`src/rtl/pipe_hazard_ctrl_pkg.sv`:
```
// Shared definitions for the pipeline hazard controller: controller state
// encoding and the default register-address width.
package pipe_hazard_ctrl_pkg;

  localparam int DEF_REG_AW = 5;

  typedef enum logic [1:0] {
    RUN      = 2'd0,
    FPU_BUSY = 2'd1
  } ctrl_state_t;

endpackage

```
`src/rtl/pipe_hazard_ctrl_if.sv`:
```
// Pipeline <-> hazard controller bundle.
// slave  : the controller (sees ID/EX status and FPU done, drives pipe controls)
// master : the datapath side (drives status, consumes controls)
interface pipe_hazard_ctrl_if
  import pipe_hazard_ctrl_pkg::*;
#(
  parameter int REG_AW = DEF_REG_AW
);
  logic              id_valid;
  logic [REG_AW-1:0] id_rs1;
  logic [REG_AW-1:0] id_rs2;
  logic              id_rs1_fp;
  logic              id_rs2_fp;
  logic              id_use_rs1;
  logic              id_use_rs2;
  logic              ex_valid;
  logic [REG_AW-1:0] ex_rd;
  logic              ex_rd_fp;
  logic              ex_wr_en;
  logic              ex_is_load;
  logic              ex_fpu_multi;
  logic              ex_redirect;
  logic              fpu_done;
  logic              freeze;
  logic              stall_fe;
  logic              bubble;
  logic              flush;
  logic              fpu_start;
  logic              fpu_busy;
  logic              err_timeout;

  modport slave (
    input  id_valid, id_rs1, id_rs2, id_rs1_fp, id_rs2_fp, id_use_rs1, id_use_rs2,
    input  ex_valid, ex_rd, ex_rd_fp, ex_wr_en, ex_is_load, ex_fpu_multi, ex_redirect,
    input  fpu_done,
    output freeze, stall_fe, bubble, flush, fpu_start, fpu_busy, err_timeout
  );

  modport master (
    output id_valid, id_rs1, id_rs2, id_rs1_fp, id_rs2_fp, id_use_rs1, id_use_rs2,
    output ex_valid, ex_rd, ex_rd_fp, ex_wr_en, ex_is_load, ex_fpu_multi, ex_redirect,
    output fpu_done,
    input  freeze, stall_fe, bubble, flush, fpu_start, fpu_busy, err_timeout
  );
endinterface

```
`src/rtl/pipe_hazard_ctrl_match.sv`:
```
// Compares one ID source operand against the EX destination.
// Ports: rs/rs_fp/use_rs describe the source operand; ex_* describe the EX
// writer; match is high when the source depends on the EX result.
module pipe_hazard_ctrl_match
  import pipe_hazard_ctrl_pkg::*;
#(
  parameter int REG_AW = DEF_REG_AW
) (
  input  logic [REG_AW-1:0] rs,
  input  logic              rs_fp,
  input  logic              use_rs,
  input  logic              ex_valid,
  input  logic              ex_wr_en,
  input  logic [REG_AW-1:0] ex_rd,
  input  logic              ex_rd_fp,
  output logic              match
);
  logic int_x0;

  // x0 in the integer file is hardwired zero; f0 is a real register.
  assign int_x0 = !rs_fp && (rs == '0);

  assign match = use_rs && ex_valid && ex_wr_en && (rs == ex_rd) &&
                 (rs_fp == ex_rd_fp) && !int_x0;
endmodule

```
`src/rtl/pipe_hazard_ctrl.sv`:
```
// Pipeline sequencer: load-use stall, redirect flush and multi-cycle FPU
// handshake with watchdog.
// Ports: clk, rst_n (async active-low), bus (slave side of the pipe bundle).
//
// state    | meaning
// RUN      | normal flow; hazards and redirects resolved combinationally
// FPU_BUSY | waiting for fpu_done; whole pipe frozen, watchdog counting
module pipe_hazard_ctrl
  import pipe_hazard_ctrl_pkg::*;
#(
  parameter int REG_AW      = DEF_REG_AW,
  parameter int FPU_TIMEOUT = 64,
  parameter int CNT_W       = 7
) (
  input  logic                 clk,
  input  logic                 rst_n,
  pipe_hazard_ctrl_if.slave    bus
);
  ctrl_state_t      state;
  logic [CNT_W-1:0] cnt;
  logic             err;
  logic             match_rs1;
  logic             match_rs2;
  logic             load_use;
  logic             fpu_go;
  logic             timeout_hit;

  pipe_hazard_ctrl_match #(.REG_AW(REG_AW)) u_match_rs1 (
    .rs       (bus.id_rs1),
    .rs_fp    (bus.id_rs1_fp),
    .use_rs   (bus.id_use_rs1),
    .ex_valid (bus.ex_valid),
    .ex_wr_en (bus.ex_wr_en),
    .ex_rd    (bus.ex_rd),
    .ex_rd_fp (bus.ex_rd_fp),
    .match    (match_rs1)
  );

  pipe_hazard_ctrl_match #(.REG_AW(REG_AW)) u_match_rs2 (
    .rs       (bus.id_rs2),
    .rs_fp    (bus.id_rs2_fp),
    .use_rs   (bus.id_use_rs2),
    .ex_valid (bus.ex_valid),
    .ex_wr_en (bus.ex_wr_en),
    .ex_rd    (bus.ex_rd),
    .ex_rd_fp (bus.ex_rd_fp),
    .match    (match_rs2)
  );

  assign load_use    = bus.id_valid && bus.ex_is_load && (match_rs1 || match_rs2);
  assign fpu_go      = bus.ex_valid && bus.ex_fpu_multi;
  assign timeout_hit = (cnt == CNT_W'(FPU_TIMEOUT));

  always_ff @(posedge clk or negedge rst_n) begin
    if (!rst_n) begin
      state <= RUN;
      cnt   <= '0;
      err   <= 1'b0;
    end else begin
      case (state)
        RUN: begin
          if (fpu_go) begin
            state <= FPU_BUSY;
            cnt   <= CNT_W'(1);
          end
        end
        FPU_BUSY: begin
          // A done landing on the timeout cycle still counts as a good result.
          if (bus.fpu_done) begin
            state <= RUN;
            cnt   <= '0;
          end else if (timeout_hit) begin
            state <= RUN;
            cnt   <= '0;
            err   <= 1'b1;
          end else begin
            cnt <= cnt + CNT_W'(1);
          end
        end
        default: begin
          state <= RUN;
          cnt   <= '0;
        end
      endcase
    end
  end

  // Controls are gated by rst_n so the pipe sees no action while reset is held,
  // whatever the datapath status inputs are doing.
  always_comb begin
    bus.freeze    = 1'b0;
    bus.stall_fe  = 1'b0;
    bus.bubble    = 1'b0;
    bus.flush     = 1'b0;
    bus.fpu_start = 1'b0;
    if (rst_n) begin
      case (state)
        RUN: begin
          if (fpu_go) begin
            bus.fpu_start = 1'b1;
            bus.freeze    = 1'b1;
          end else if (bus.ex_redirect) begin
            bus.flush  = 1'b1;
            bus.bubble = 1'b1;
          end else if (load_use) begin
            bus.stall_fe = 1'b1;
            bus.bubble   = 1'b1;
          end
        end
        FPU_BUSY: bus.freeze = !bus.fpu_done && !timeout_hit;
        default: ;
      endcase
    end
  end

  assign bus.fpu_busy    = (state == FPU_BUSY);
  assign bus.err_timeout = err;
endmodule

```
`src/flat_wrapper.sv`:
```
// flat-port wrapper written by rule: the top's interface ports become plain ports
module pipe_hazard_ctrl_flat import pipe_hazard_ctrl_pkg::*;
#(
  parameter int REG_AW      = DEF_REG_AW,
  parameter int FPU_TIMEOUT = 64,
  parameter int CNT_W       = 7
)
  (clk, rst_n, bus_id_valid, bus_id_rs1, bus_id_rs2, bus_id_rs1_fp, bus_id_rs2_fp, bus_id_use_rs1, bus_id_use_rs2, bus_ex_valid, bus_ex_rd, bus_ex_rd_fp, bus_ex_wr_en, bus_ex_is_load, bus_ex_fpu_multi, bus_ex_redirect, bus_fpu_done, bus_freeze, bus_stall_fe, bus_bubble, bus_flush, bus_fpu_start, bus_fpu_busy, bus_err_timeout);
  pipe_hazard_ctrl_if #(.REG_AW(REG_AW)) bus_i ();
  input  logic clk;
  input  logic rst_n;
  input wire logic [$bits(bus_i.id_valid)-1:0] bus_id_valid;
  input wire logic [$bits(bus_i.id_rs1)-1:0] bus_id_rs1;
  input wire logic [$bits(bus_i.id_rs2)-1:0] bus_id_rs2;
  input wire logic [$bits(bus_i.id_rs1_fp)-1:0] bus_id_rs1_fp;
  input wire logic [$bits(bus_i.id_rs2_fp)-1:0] bus_id_rs2_fp;
  input wire logic [$bits(bus_i.id_use_rs1)-1:0] bus_id_use_rs1;
  input wire logic [$bits(bus_i.id_use_rs2)-1:0] bus_id_use_rs2;
  input wire logic [$bits(bus_i.ex_valid)-1:0] bus_ex_valid;
  input wire logic [$bits(bus_i.ex_rd)-1:0] bus_ex_rd;
  input wire logic [$bits(bus_i.ex_rd_fp)-1:0] bus_ex_rd_fp;
  input wire logic [$bits(bus_i.ex_wr_en)-1:0] bus_ex_wr_en;
  input wire logic [$bits(bus_i.ex_is_load)-1:0] bus_ex_is_load;
  input wire logic [$bits(bus_i.ex_fpu_multi)-1:0] bus_ex_fpu_multi;
  input wire logic [$bits(bus_i.ex_redirect)-1:0] bus_ex_redirect;
  input wire logic [$bits(bus_i.fpu_done)-1:0] bus_fpu_done;
  output wire logic [$bits(bus_i.freeze)-1:0] bus_freeze;
  output wire logic [$bits(bus_i.stall_fe)-1:0] bus_stall_fe;
  output wire logic [$bits(bus_i.bubble)-1:0] bus_bubble;
  output wire logic [$bits(bus_i.flush)-1:0] bus_flush;
  output wire logic [$bits(bus_i.fpu_start)-1:0] bus_fpu_start;
  output wire logic [$bits(bus_i.fpu_busy)-1:0] bus_fpu_busy;
  output wire logic [$bits(bus_i.err_timeout)-1:0] bus_err_timeout;
  assign bus_i.id_valid = bus_id_valid;
  assign bus_i.id_rs1 = bus_id_rs1;
  assign bus_i.id_rs2 = bus_id_rs2;
  assign bus_i.id_rs1_fp = bus_id_rs1_fp;
  assign bus_i.id_rs2_fp = bus_id_rs2_fp;
  assign bus_i.id_use_rs1 = bus_id_use_rs1;
  assign bus_i.id_use_rs2 = bus_id_use_rs2;
  assign bus_i.ex_valid = bus_ex_valid;
  assign bus_i.ex_rd = bus_ex_rd;
  assign bus_i.ex_rd_fp = bus_ex_rd_fp;
  assign bus_i.ex_wr_en = bus_ex_wr_en;
  assign bus_i.ex_is_load = bus_ex_is_load;
  assign bus_i.ex_fpu_multi = bus_ex_fpu_multi;
  assign bus_i.ex_redirect = bus_ex_redirect;
  assign bus_i.fpu_done = bus_fpu_done;
  assign bus_freeze = bus_i.freeze;
  assign bus_stall_fe = bus_i.stall_fe;
  assign bus_bubble = bus_i.bubble;
  assign bus_flush = bus_i.flush;
  assign bus_fpu_start = bus_i.fpu_start;
  assign bus_fpu_busy = bus_i.fpu_busy;
  assign bus_err_timeout = bus_i.err_timeout;
  pipe_hazard_ctrl #(.REG_AW(REG_AW), .FPU_TIMEOUT(FPU_TIMEOUT), .CNT_W(CNT_W)) u_core (.clk(clk), .rst_n(rst_n), .bus(bus_i));
endmodule
```
`config.mk`:
```
export PLATFORM = sky130hd
export DESIGN_NAME = pipe_hazard_ctrl_flat
export DESIGN_NICKNAME = d
export VERILOG_FILES = /design/src/rtl/pipe_hazard_ctrl_pkg.sv /design/src/rtl/pipe_hazard_ctrl_if.sv /design/src/rtl/pipe_hazard_ctrl_match.sv /design/src/rtl/pipe_hazard_ctrl.sv /design/src/flat_wrapper.sv
export SDC_FILE = /design/constraint.sdc
export NUM_CORES = 1
export LEC_CHECK = 0
export ABC_AREA = 1
export CAP_MARGIN = 20
export CORE_MARGIN = 1.5
export CORE_UTILIZATION = 34
export CTS_CLUSTER_SIZE = 10
export DETAILED_ROUTE_END_ITERATION = 8
export GPL_TIMING_DRIVEN = 1
export PLACE_DENSITY_LB_ADDON = 0.08
export RECOVER_POWER = 100
export SYNTH_ARGS = -nofsm -noshare
export SYNTH_HDL_FRONTEND = slang
export SYNTH_SLANG_ARGS = --single-unit
```
`constraint.sdc`:
```
create_clock -name clk -period 2.81 [get_ports clk]
set_input_delay 0.4215 -clock clk [delete_from_list [all_inputs] [get_ports clk]]
set_output_delay 0.4215 -clock clk [all_outputs]
set_load 0.01 [all_outputs]
```
==> results.md, run 1 <==
- Critical path startpoint category: primary input
- Number of design rule violations left after detail routing: 0
- Area used by multi-input combinational logic: 465 sq um
- CTS-repair resized insts: 0
- MaxCap Viol Count: 0
- Antenna diodes: 0
- Layout Nets: 205
- Worst setup slack after layout: 0.217 ns
- Post-DRT Antenna Nets: 0
- Minimum setup slack after placement: 0.268 ns
- Clock root buffer master: sky130_fd_sc_hd__clkbuf_4
- Worst skew pair latency: 0.26 ns
- Global placer's final weighted congestion: 0.807
- Multiplexer share of the synthesized area: 0%
- Filler cell count: 243
- Final hold viol count: 0
- Post-Route WL: 1940 um
- Per-instance average area after synthesis: 6.11 sq um
- Number of global-route vias before repair: 849
- Cells after Synth: 133
- Global-route wire length before repair: 3390 um
- Worst slew slack as a fraction of its limit: 79.3%
- IO Count: 36
- Final sum of negative setup slack: 0 ns
- Storage cell area: 225 sq um
- Total global-route track usage: 16.8%
- Initial DRC Count: 15
- Clock tree from TritonCTS: yes
- Signal arrival time at the worst endpoint: 2.17 ns
- Largest net degree at the start of global routing: 11
- Clock buffer count from CTS: 3
- Critical path class: primary input to primary output
- Worst clock skew: 0.00250 ns
- Area share of the largest cell type after synthesis: 27.7%
- Initial Util: 36.4%
- Main combinational cell family by area after synthesis: simple AND/OR/NAND/NOR gates
- Fraction of final layout cells with drive strength greater than 1: 11.0%
- Detailed-router iteration count before antenna repair: 4
- Area added between synthesis and finish: 49.4%
- Count of state elements after synthesis: 9
- Unrepaired setup endpoints after global routing: no
- Die width: 51.9 um
- Highest-count cells in the layout ignoring fill and taps: 42 x sky130_fd_sc_hd__nand2_1, 27 x sky130_fd_sc_hd__clkdlybuf4s50_1, 22 x sky130_fd_sc_hd__inv_1
- Pwr Density: 320 mW/mm^2
- Die Area: 0.00269 sq mm
- Post-layout min period: 2.59 ns
- Number of max-slew violations in the final report: 0
- Leakage power: 0.000641 uW
- Area contributors post-synth: sky130_fd_sc_hd__dfrtp_1 28%, sky130_fd_sc_hd__nand2_1 18%, sky130_fd_sc_hd__inv_1 9.7%
- Via/cell ratio: 4.44
- Post CTS Setup Buffer Count: 0
- Number of standard-cell rows in the floorplan: 17
- Register clock-pin slew on the reported worst setup and hold paths: 0.06 ns
- Hold Buf Count CTS: 0
- Post-synthesis share of cell area spent on and, or, nand and nor gates: 44.9%
- Area share of fa/ha/maj cells after synthesis: 3.08%
- Maximum vdd drop: 293 uV
- Final core area utilization: 54.4%
- Timing-limited maximum frequency: 386 MHz
- Clock tree sinks: 9
- CTS HTree Levels: 1
- Post-Synth XOR/XNOR Area: 4.31%
- Run status: complete, no violations
- Routed length per instance: 9.67 um
- Largest area contributor in the netlist: sky130_fd_sc_hd__dfrtp_1
- Critical Path Fanout Max: 3
- Share of the yosys chip area belonging to registers: 27.7%
- Count of vias placed by the detailed router: 893
- Post-Synthesis Cell Area: 813 sq um
- Post-synth net total: 164
- Sort of element at the end of the critical path: primary output
- Initial antenna violation count: 0
- Count of buffers inserted at the top-level ports: 35
- Setup-violating endpoint count in the final report: 0
- Class of the tightest hold or removal check: flip-flop to flip-flop
- Hpwl dp: 1690 um
- Overall die height: 51.9 um
- Data required time at the worst endpoint: 2.39 ns
- Total congestion overflow after global routing: 0
- Core Region: 0.00223 sq mm
- Synth Area in Compound Gates: 7.08%
- Most common cell after layout, fill and taps aside: sky130_fd_sc_hd__nand2_1
- Worst slack on hold paths: 0.465 ns
- Synthesis warning total: 0
- Period Utilization, post-route: 92.3%
- Worst-margin pin slew: 0.310 ns
- Maximum count of clock buffers along a single path: 2
- Distinct cells, synth: 21
- Overall Power: 388 uW
==> final timing paths <==
check | startpoint | end | slack [ns] | depth (start not counted)
max in group asynchronous | rst_n | u_core.cnt[5] | 2.11 | 2
worst max-delay path | bus_ex_rd[0] | bus_stall_fe | 0.22 | 12
min in group asynchronous | rst_n | u_core.cnt[0] | 0.56 | 2
worst min-delay path | u_core.bus.err_timeout | u_core.bus.err_timeout | 0.47 | 1
worst min register to register | u_core.bus.err_timeout | u_core.bus.err_timeout | 0.47 | 1
worst max register to register | u_core.cnt[0] | u_core.cnt[5] | 1.43 | 7
==> per-stage QoR <==
step | cells | instance area, sq um
3_3_place_gp | 197 | 1210
2_1_floorplan | 133 | 813
6_report | 201 | 1210
3_5_place_dp | 197 | 1210
4_1_cts | 201 | 1230
5_1_grt | 201 | 1210
==> cell usage after synthesis, drive strengths merged <==
cell type / number
nand2: 47
o21bai: 1
ha: 2
nor2: 21
xnor2: 2
a21oi: 4
o21ai: 6
nor3: 3
inv: 27
clkinv: 1
xor2: 2
nand4: 2
dfrtp: 9
nand3: 6
==> logic make-up (layout without fill, tap and decap cells) <==
group,count (synthesis),count (layout)
xor gates and xnor gates,4,4
and+or+nand+nor,79,79
adders and majority gates,2,2
DFF,9,9
buffers and inverters,28,68
AOI/OAI and AO/OA,11,11
==> registers in the layout (all words and copies together) (netlist names) <==
| signal | cells |
|---|---|
| u_core.cnt | 7 |
| u_core.bus.err_timeout | 1 |
| u_core.state | 1 |
==> power breakdown <==
group	switching (uW)	total, uW	internal [uW]
registers	8.30	148	140
logic	68.4	139	70.2
clock network	46.8	102	54.8
total	123	388	265
==> routing by layer <==
layer  vias to the layer above  part of all wire (%)  routed length [um]  GRT usage, %
li1                        481                     -                   -             -
met1                       378                    48                 933          20.9
met4                         0                  0.21                   4          3.51
met2                        32                    45                 882          27.8
met3                         2                   6.3                 123          5.75
met5                         -                     0                   0             0
==> critical path, cell delays in order <==
cell and delay (ns):
sky130_fd_sc_hd__clkdlybuf4s50_1 0.53, sky130_fd_sc_hd__inv_1 0.05, sky130_fd_sc_hd__nand2_1 0.05, sky130_fd_sc_hd__nand2_1 0.05, sky130_fd_sc_hd__inv_1 0.04, sky130_fd_sc_hd__nand2_1 0.04, sky130_fd_sc_hd__nor2_1 0.08, sky130_fd_sc_hd__nand3_1 0.08
sky130_fd_sc_hd__nand2_1 0.09, sky130_fd_sc_hd__nand2_2 0.06, sky130_fd_sc_hd__nor2_2 0.07, sky130_fd_sc_hd__dlygate4sd3_1 0.60
==> cell type report <==
| class | instances | share of cell area, % |
|---|---|---|
| Tap cell | 28 | 2.88 |
| Multi-Input combinational cell | 96 | 38.3 |
| Timing Repair Buffer | 36 | 29.5 |
| Inverter | 28 | 8.65 |
| Sequential cell | 9 | 18.5 |
| Clock buffer | 4 | 2.16 |
(Power assumes the default switching activity.)
==> inputs of run 2 (changes only) <==
- ABC_AREA: 1 -> default
==> run 2 against run 1 <==
Compared with the run above: count of clock-buffer cells in the layout is the same; cell area fell by 9.0%; non-clock buffer count is the same; hold slack improved by 0.026 ns; total power down 1.7%; worst setup slack worse by 0.024 ns; sequential share of layout area is 1.8 points higher; clock power rose by 4%; critical endpoint is now bus_bubble; largest power group unchanged.
==> results.md, run 2 <==
- Most common cell after layout, fill and taps aside: sky130_fd_sc_hd__clkdlybuf4s50_1
- Initial Util: 35.9%
- Count of vias placed by the detailed router: 720
- Biggest register: u_core.cnt
- Via/cell ratio: 4.93
- Clock root buffer master: sky130_fd_sc_hd__clkbuf_4
- Data required time at the worst endpoint: 2.39 ns
- Count of state elements after synthesis: 9
- Worst-margin pin slew: 0.445 ns
- IO Count: 36
- Post-layout min period: 2.62 ns
- Routed length per instance: 13.3 um
- Kind of cell adding the most delay to the critical path: buffers and inverters
- Final sum of negative setup slack: 0 ns
- Share of the yosys chip area belonging to registers: 32.3%
- Antenna diodes: 0
- Worst setup slack after layout: 0.193 ns
- Cell-internal power: 266 uW
- Ys flop type: sky130_fd_sc_hd__dfrtp_1
- Part of the total power dissipated in sequential elements: 39.8%
- Critical path startpoint: bus_ex_valid
- Class of the tightest hold or removal check: flip-flop to flip-flop
- Number of design rule violations left after detail routing: 0
- Unrepaired setup endpoints after global routing: no
- Part of the total power dissipated in the clock network: 27.8%
- Global placer's final weighted congestion: 0.806
- Count of buffers inserted at the top-level ports: 35
- Area share of the largest cell type after synthesis: 32.3%
- Leakage power: 0.000462 uW
- MaxCap Viol Count: 0
- Largest area contributor in the netlist: sky130_fd_sc_hd__dfrtp_1
- Total congestion overflow after global routing: 0
- Number of buffer and inverter stages on the critical path: 2
- Distinct cells, synth: 30
- CP max stage cell: sky130_fd_sc_hd__dlygate4sd3_1
- Sort of element at the end of the critical path: primary output
- Post CTS Setup Buffer Count: 0
- Hold Buf Count CTS: 0
- RR Startpoint: u_core.cnt[0]
- Fraction of registers with async set or reset after synthesis: 100%
- Die width: 48.3 um
- Core Region: 0.00194 sq mm
- Cells after Synth: 79
- Post-DRT Antenna Nets: 0
- Number of max-slew violations in the final report: 0
- Die Area: 0.00233 sq mm
- Fraction of final layout cells with drive strength greater than 1: 7.56%
- Critical path startpoint category: primary input
- Period Utilization, post-route: 93.1%
- Final hold viol count: 0
- Hold_sp: u_core.bus.err_timeout
- Worst clock skew: 0.00287 ns
- Delay of the slowest cell on the worst path: 0.62 ns
- Clock tree sinks: 9
- Detailed-router iteration count before antenna repair: 4
- Max FFs per register: 7
- Synthesis warning total: 0
- Global-route wire length before repair: 2860 um
- Maximum vdd drop: 260 uV
- Post-Route WL: 1940 um
- Timing-limited maximum frequency: 382 MHz
- CTS HTree Levels: 1
- Clock tree from TritonCTS: yes
- Worst slew slack as a fraction of its limit: 69.9%
- Pwr Density: 345 mW/mm^2
- Worst skew pair latency: 0.27 ns
- Combinational share of power: 32.4%
- Area added between synthesis and finish: 58.7%
- Highest-count cells in the layout ignoring fill and taps: 27 x sky130_fd_sc_hd__clkdlybuf4s50_1, 10 x sky130_fd_sc_hd__xnor2_1, 9 x sky130_fd_sc_hd__nor2_1, 9 x sky130_fd_sc_hd__dfrtp_1
- Cells along the critical path: clkdlybuf4s50_1 -> nor2b_1 -> and3_1 -> nand4_1 -> nand3b_1 -> dlygate4sd3_1
- Critical path class: primary input to primary output
- Total global-route track usage: 18.4%
- Net switching power figure: 116 uW
- Run status: complete, no violations
- Largest net degree at the start of global routing: 13
- Number of enable flip-flop cells after synthesis: 0
- Clock buffer count from CTS: 3
- Post-Synthesis Cell Area: 697 sq um
- CTS-repair resized insts: 0
- Fraction of power spent switching nets: 30.3%
- Layout Nets: 151
- Signal arrival time at the worst endpoint: 2.20 ns
- Overall die height: 48.3 um
- Initial DRC Count: 6
- Maximum count of clock buffers along a single path: 2
- Hpwl dp: 1550 um
- Area contributors post-synth: sky130_fd_sc_hd__dfrtp_1 32%, sky130_fd_sc_hd__xnor2_1 13%, sky130_fd_sc_hd__xor2_1 8.8%
- Post-synth net total: 110
- Number of global-route vias before repair: 691
- Most numerous cell in the Yosys netlist: sky130_fd_sc_hd__xnor2_1
- Register clock-pin slew on the reported worst setup and hold paths: 0.06 ns
- Setup-violating endpoint count in the final report: 0
- Number of standard-cell rows in the floorplan: 16
- Top cells by instance count after synthesis: 10 x sky130_fd_sc_hd__xnor2_1, 9 x sky130_fd_sc_hd__dfrtp_1, 9 x sky130_fd_sc_hd__nor2_1, 8 x sky130_fd_sc_hd__nand2_1, 7 x sky130_fd_sc_hd__xor2_1
- Minimum setup slack after placement: 0.202 ns
- Initial antenna violation count: 0
- Per-instance average area after synthesis: 8.82 sq um
- Critical Path Fanout Max: 3
==> run 2: changes by cell type in the layout (fill, tap and decap cells not counted), sizes merged, moves of 5 or more <==
cell / before / now
nand2: 47 / 8
xor2: 2 / 7
o21ai: 6 / 1
nand3: 6 / 1
inv: 27 / 3
nor2: 21 / 10
xnor2: 2 / 10
==> run 2: worst paths after layout <==
kind	to	slack [ns]	cells past startpoint
min in group asynchronous	u_core.bus.err_timeout	0.59	2
setup reg to reg	u_core.cnt[6]	1.43	4
hold / removal	u_core.bus.err_timeout	0.49	1
max in group asynchronous	u_core.cnt[3]	2.07	2
hold reg to reg	u_core.bus.err_timeout	0.49	1
setup / recovery	bus_bubble	0.19	6
==> run 2: metal layers <==
| metal | routed length, um | share of wire [%] | vias up | track usage [%] |
|---|---|---|---|---|
| met5 | 0 | 0 | - | 0 |
| met4 | 46 | 2.4 | 0 | 11.4 |
| met3 | 151 | 7.8 | 5 | 4.44 |
| met2 | 967 | 50 | 22 | 33.4 |
| met1 | 774 | 40 | 336 | 18.6 |
| li1 | - | - | 357 | - |
==> run 2: kinds of logic (layout without fill, tap and decap cells) <==
logic type / Yosys count / after routing / synth area share, %
AND/OR/NAND/NOR: 41 / 41 / 34.3
XOR/XNOR: 17 / 17 / 21.4
flip-flops: 9 / 9 / 32.3
AO/OA/AOI/OAI: 7 / 7 / 6.82
buffers and inverters: 3 / 43 / 1.62
adder cells (fa/ha/maj): 2 / 2 / 3.59
==> run 2: layout make-up <==
cell class	instances	area, sq um
tap	27	33.8
inverter	3	11.3
fill	186	836
multi-input combinational	67	452
clock buffer	4	26.3
timing repair buffer	36	358
sequential	9	225
==> run 2: power by group through the flow <==
stage	combinational [uW]	clock [uW]	sequential [uW]
2_1_floorplan	56.7	0	152
3_3_place_gp	127	0	154
3_5_place_dp	129	0	154
4_1_cts	130	110	152
5_1_grt	139	114	153
6_report	124	106	152
==> run 2: stage by stage <==
stage          hold WS, ns  std cells  instance area, sq um  util [%]  power, uW
2_1_floorplan        0.126         79                   697         -        209
3_3_place_gp         0.462        142                  1090      56.1        281
3_5_place_dp         0.478        142                  1090      56.1        282
4_1_cts              0.498        146                  1110      57.4        392
5_1_grt              0.498        146                  1110      57.0        407
6_report             0.491        146                  1110      57.0        382
